`src/rtl/fadd_arbiter.sv`:
```
// Round-robin arbiter sharing one combinational single-precision adder among N_REQ requesters.
// Define FADD_SUB_EN to honour req_sub (x1 - x2); otherwise req_sub is ignored and the block only adds.

module fadd (
    input  logic [31:0] x1,
    input  logic [31:0] x2,
    output logic [31:0] y
);
    logic [31:0] big, sml;
    logic [7:0]  eb, es, d;
    logic [26:0] mb, ms, ms_sh, nrm;
    logic [27:0] sum;
    logic [4:0]  pos, lz;
    logic [9:0]  e;
    logic [24:0] rnd;
    logic        up, uflow;
    logic        unused_hid;

    // Denormal inputs and results flush to zero; rounding is nearest-even on guard/round/sticky.
    always_comb begin
        big = x1;
        sml = x2;
        if (x2[30:0] > x1[30:0]) begin
            big = x2;
            sml = x1;
        end
        eb = big[30:23];
        es = sml[30:23];
        mb = (eb == 8'd0) ? 27'd0 : {1'b1, big[22:0], 3'b000};
        ms = (es == 8'd0) ? 27'd0 : {1'b1, sml[22:0], 3'b000};
        d  = eb - es;
        if (d > 8'd26)
            ms_sh = {26'd0, |ms};
        else
            ms_sh = (ms >> d) | {26'd0, |(ms & ((27'd1 << d) - 27'd1))};
        if (big[31] == sml[31])
            sum = {1'b0, mb} + {1'b0, ms_sh};
        else
            sum = {1'b0, mb} - {1'b0, ms_sh};
        pos = 5'd0;
        for (int i = 0; i < 27; i++)
            if (sum[i]) pos = 5'(i);
        lz    = 5'd26 - pos;
        e     = {2'b00, eb};
        uflow = 1'b0;
        if (sum[27]) begin
            nrm = {sum[27:2], sum[1] | sum[0]};
            e   = e + 10'd1;
        end else begin
            nrm   = sum[26:0] << lz;
            uflow = ({5'd0, lz} >= e);
            e     = e - {5'd0, lz};
        end
        up  = nrm[2] & (nrm[1] | nrm[0] | nrm[3]);
        rnd = {1'b0, nrm[26:3]} + {24'd0, up};
        if (rnd[24]) begin
            rnd = {1'b0, rnd[24:1]};
            e   = e + 10'd1;
        end
        if (eb == 8'hFF)
            y = (es == 8'hFF && big[31] != sml[31] && big[22:0] == 23'd0) ? 32'h7FC00000 : big;
        else if (sum == 28'd0 || uflow)
            y = 32'd0;
        else if (e >= 10'd255)
            y = {big[31], 8'hFF, 23'd0};
        else
            y = {big[31], e[7:0], rnd[22:0]};
    end

    assign unused_hid = rnd[23];
endmodule

module fadd_arbiter #(
    parameter int N_REQ = 4,
    parameter int IDW   = $clog2(N_REQ)
) (
    input  logic                 clk,
    input  logic                 rstn,
    input  logic [N_REQ-1:0]     req_valid,
    output logic [N_REQ-1:0]     req_ready,
    input  logic [32*N_REQ-1:0]  req_x1,
    input  logic [32*N_REQ-1:0]  req_x2,
    input  logic [N_REQ-1:0]     req_sub,
    output logic                 rsp_valid,
    input  logic                 rsp_ready,
    output logic [IDW-1:0]       rsp_id,
    output logic [31:0]          rsp_y,
    output logic                 rsp_ovf,
    output logic                 busy
);
    logic             a_vld, b_vld, a_adv, b_adv, b_ovf;
    logic [IDW-1:0]   a_id, b_id, rr, rr_nxt, gnt_id, hi_id, lo_id;
    logic [31:0]      a_x1, a_x2, b_y, sum_y, sel_x1, sel_x2, x2_adj;
    logic             gnt_any, hi_any, lo_any, sel_sub;
    logic [N_REQ-1:0] gnt;

    fadd u_fadd (.x1(a_x1), .x2(a_x2), .y(sum_y));

    assign b_adv = !b_vld | rsp_ready;
    assign a_adv = !a_vld | b_adv;

    // First valid index at or above rr wins; otherwise the lowest valid index wraps around.
    always_comb begin
        hi_any = 1'b0;
        hi_id  = '0;
        lo_any = 1'b0;
        lo_id  = '0;
        for (int i = 0; i < N_REQ; i++) begin
            if (req_valid[i] && !hi_any && i >= int'(rr)) begin
                hi_any = 1'b1;
                hi_id  = IDW'(i);
            end
            if (req_valid[i] && !lo_any) begin
                lo_any = 1'b1;
                lo_id  = IDW'(i);
            end
        end
        gnt_any = hi_any | lo_any;
        gnt_id  = hi_any ? hi_id : lo_id;
        rr_nxt  = (gnt_id == IDW'(N_REQ - 1)) ? '0 : gnt_id + IDW'(1);
        gnt     = '0;
        sel_x1  = '0;
        sel_x2  = '0;
        sel_sub = 1'b0;
        for (int i = 0; i < N_REQ; i++) begin
            gnt[i] = gnt_any && (gnt_id == IDW'(i));
            if (gnt[i]) begin
                sel_x1  = req_x1[32*i +: 32];
                sel_x2  = req_x2[32*i +: 32];
                sel_sub = req_sub[i];
            end
        end
    end

`ifdef FADD_SUB_EN
    assign x2_adj = {sel_x2[31] ^ sel_sub, sel_x2[30:0]};
`else
    logic unused_sub;
    assign x2_adj     = sel_x2;
    assign unused_sub = sel_sub;
`endif

    assign req_ready = gnt & {N_REQ{a_adv & rstn}};

    always_ff @(posedge clk or negedge rstn) begin
        if (!rstn) begin
            rr    <= '0;
            a_vld <= 1'b0;
            a_id  <= '0;
            a_x1  <= '0;
            a_x2  <= '0;
            b_vld <= 1'b0;
            b_id  <= '0;
            b_y   <= '0;
            b_ovf <= 1'b0;
        end else begin
            // Stage B: response register, loads whatever stage A holds.
            if (b_adv) begin
                b_vld <= a_vld;
                b_id  <= a_id;
                b_y   <= sum_y;
                b_ovf <= (sum_y[30:23] == 8'hFF);
            end
            // Stage A: issue register feeding the adder.
            if (a_adv) begin
                a_vld <= gnt_any;
                if (gnt_any) begin
                    a_id <= gnt_id;
                    a_x1 <= sel_x1;
                    a_x2 <= x2_adj;
                    rr   <= rr_nxt;
                end
            end
        end
    end

    assign rsp_valid = b_vld;
    assign rsp_id    = b_id;
    assign rsp_y     = b_y;
    assign rsp_ovf   = b_ovf;
    assign busy      = a_vld | b_vld;
endmodule

```
`config.mk`:
```
export PLATFORM = sky130hd
export DESIGN_NAME = fadd_arbiter
export DESIGN_NICKNAME = d
export VERILOG_FILES = /design/src/rtl/fadd_arbiter.sv
export SDC_FILE = /design/constraint.sdc
export NUM_CORES = 1
export LEC_CHECK = 0
export ABC_AREA = 1
export CAP_MARGIN = 20
export CORE_AREA = 8 8 203 282
export CTS_BUF_LIST = sky130_fd_sc_hd__clkbuf_4
export DETAILED_ROUTE_END_ITERATION = 6
export DIE_AREA = 0 0 211 290
export PLACE_DENSITY_LB_ADDON = 0.25
export SETUP_SLACK_MARGIN = 0.2
export SLEW_MARGIN = 10
export SYNTH_ARGS = -nofsm -noshare
export SYNTH_HDL_FRONTEND = slang
export SYNTH_HIERARCHICAL = 1
export SYNTH_SLANG_ARGS = --single-unit
```
`constraint.sdc`:
```
create_clock -name clk -period 14.2 [get_ports clk]
set_clock_uncertainty 0.2 [all_clocks]
set_input_delay 2.84 -clock clk [delete_from_list [all_inputs] [get_ports clk]]
set_output_delay 2.84 -clock clk [all_outputs]
set_load 0.005 [all_outputs]
```
==> results.cfg <==
[logic_synthesis]
synth_nets = 3599
synthesis.area_mm2 = 0.0177
syn_inst = 3259
ys_seq_elements = 105
ys_async_sr_fraction = 1.00
syn_area_per_cell_um2 = 5.45
synth_flop_cell = dfrtp_1
synth_cell_types = 69
seq_area_frac_synth = 0.148
yosys_warnings = 6
synth_edf_count = 0

[floorplanning]
io-pin-count = 308
num_rows = 100
die_h_um = 290
start_util = 0.335
die_x_um = 211
coreArea_mm2 = 0.0529
die-area_mm2 = 0.0612

[status]
outcome = finished, final reports clean

[clock_tree]
cts_max_path_buffers = 2
cts_num_sinks = 105
cts_tree = built
clock_latency_ns = 0.53
htree_levels = 3
root_buffer = clkbuf_4
cts_made_buffers = 9
cts_hold_buf = 0
clk_pin_slew_ns = 0.21

[critical_path]
cp.required_ns = 14.48
crit_slowest_cell = dfrtp_1
cp_common_cell = nand2_1
r2r-end = rsp_ovf
critPathCaptureType = flop
r2r_cells = 94
critPathLaunchType = flop
crit_type = flop to flop
r2r_setup_slack_ns = 1.38
cpPeakStageDelay_ns = 0.47
endpoint = rsp_ovf
critPathLaunch = a_x2[28]
path_max_fanout = 22
cp.arrival_ns = 13.10
r2r-start = a_x2[28]

[global_routing]
grt_max_degree = 90
overflow = 0
grt_usage = 0.233
grt_pass1_vias = 20500
antenna_found_initial = 3
grt_first_pass_wirelength_mm = 114

[timing]
finalSetupTns_ns = 0
period_needed_ns = 12.82
hold_viol_final = 0
setup_viol = 0
rsz0062_at_grt = no
relSlewSlack = 0.246
fin_crit_sh = 0.903
timing.fmax_mhz = 78.0
drv_slew = 0
worst_slew_pin_slew_ns = 1.12

[detailed_routing]
first_pass_iters = 6
drt_wl_total_mm = 73.9
wl_per_cell_um = 17.5
drc = 0
ant_nets = 0
vias = 21500
drtIter0Drc = 1343
viasPerCell = 5.09

[final_layout]
area_growth_pct = 23.9
drive_gt1_frac = 0.0881
final_cell_mix = nand2_1, nand3_1, inv_1, clkdlybuf4s50_1, nor2_1
final_common_cell = nand2_1
final_net_count = 3842

[place]
portBuffers = 303
hpwl_mm = 59.8
gp_congestion = 0.972

[min_path]
hold_path.class = flop to flop

[flow_run]
max_cap_violations = 0
[worst max-delay path: cells and delay by family, from the launching register on]
| kind | cells | cell delay (ns) |
|---|---|---|
| buffers and inverters | 12 | 1.17 |
| adders and majority gates | 5 | 1.26 |
| AOI/OAI and AO/OA | 18 | 2.85 |
| DFF | 1 | 0.47 |
| and+or+nand+nor | 57 | 6.53 |
| xor gates and xnor gates | 2 | 0.30 |
[state kept, by name (all words and copies together) (netlist names), 2 cells and up]
signal / cells
rsp_id: 2
rsp_y: 32
a_id: 2
a_x2: 32
a_x1: 32
rr: 2
[layout make-up]
class / instances / area (um2)
clock inverters: 7 / 108
repair buffers: 408 / 3860
fillers: 5928 / 30900
inverters: 431 / 1620
clock buffers: 9 / 67.6
multi-input cells: 2547 / 12800
well taps: 714 / 893
flip-flops and latches: 105 / 2630
diodes: 3 / 7.51
[metal layers]
| layer | wire (um) | part of all wire | GRT usage | vias up |
|---|---|---|---|---|
| met4 | 4690 | 0.063 | 0.141 | 0 |
| li1 | - | - | - | 10900 |
| met3 | 4200 | 0.057 | 0.0382 | 180 |
| met2 | 37000 | 0.50 | 0.417 | 697 |
| met5 | 0 | 0 | 0 | - |
| met1 | 28000 | 0.38 | 0.252 | 9719 |
[how the worst min path moves through the flow]
stage | start | endpoint | slack (ns) | cells past startpoint
global placement | a_id[0] | rsp_id[0] | 0.26 | 2
global route | a_id[0] | rsp_id[0] | 0.31 | 2
floorplan | a_id[0] | rsp_id[0] | 0.24 | 2
CTS | a_id[0] | rsp_id[0] | 0.28 | 2
finish | a_id[0] | rsp_id[0] | 0.28 | 2
detailed placement | a_id[0] | rsp_id[0] | 0.26 | 2
[synthesized netlist by cell type, drive strengths merged, types with 8 or more instances]
library cell  count  area [um2]
o21bai           13         135
a31oi            13        81.3
ha               71         888
clkbuf           81         304
o21ai           118         617
xor2             52         463
nand4            51         319
nor2            277        1160
or2              10        62.6
buf              96         604
a21oi           139         703
nand3           562        2870
o211ai            9        67.6
nand2          1132        4430
clkinv            8        30.0
nor3             24         136
nor4              9        56.3
xnor2            21         199
inv             423        1590
dfrtp           105        2630
[through the flow]
stage | instance area (um2) | util | hold slack, ns | instances | setup slack, ns
after floorplan | 17700 | - | 0.242 | 3259 | 1.62
after global placement | 21400 | 0.404 | 0.257 | 4178 | 0.420
after detailed placement | 21400 | 0.404 | 0.260 | 4178 | 0.383
after CTS | 21600 | 0.408 | 0.284 | 4194 | 0.370
after global routing | 22000 | 0.416 | 0.311 | 4224 | 0.149
final | 22000 | 0.416 | 0.283 | 4224 | 1.38
[repair_timing]
item / in CTS / in global routing
setup endpoints to repair: 0 / 32
gates resized for setup: 0 / 43
setup buffers: 0 / 26
[logic make-up (layout without fill, tap and decap cells)]
kind of cell,count (synthesis),count (layout),share of synthesized area
and+or+nand+nor,2074,2075,0.513
buffers and inverters,608,855,0.142
AOI/OAI and AO/OA,323,323,0.105
DFF,105,105,0.148
adders and majority gates,73,73,0.0523
xor gates and xnor gates,73,73,0.0373
muxes,3,3,0.00176
other,0,3,0
Power is left out: the tool's default activity adds up to more than one toggle a clock period on the data nets, which glitch-free logic cannot reach.
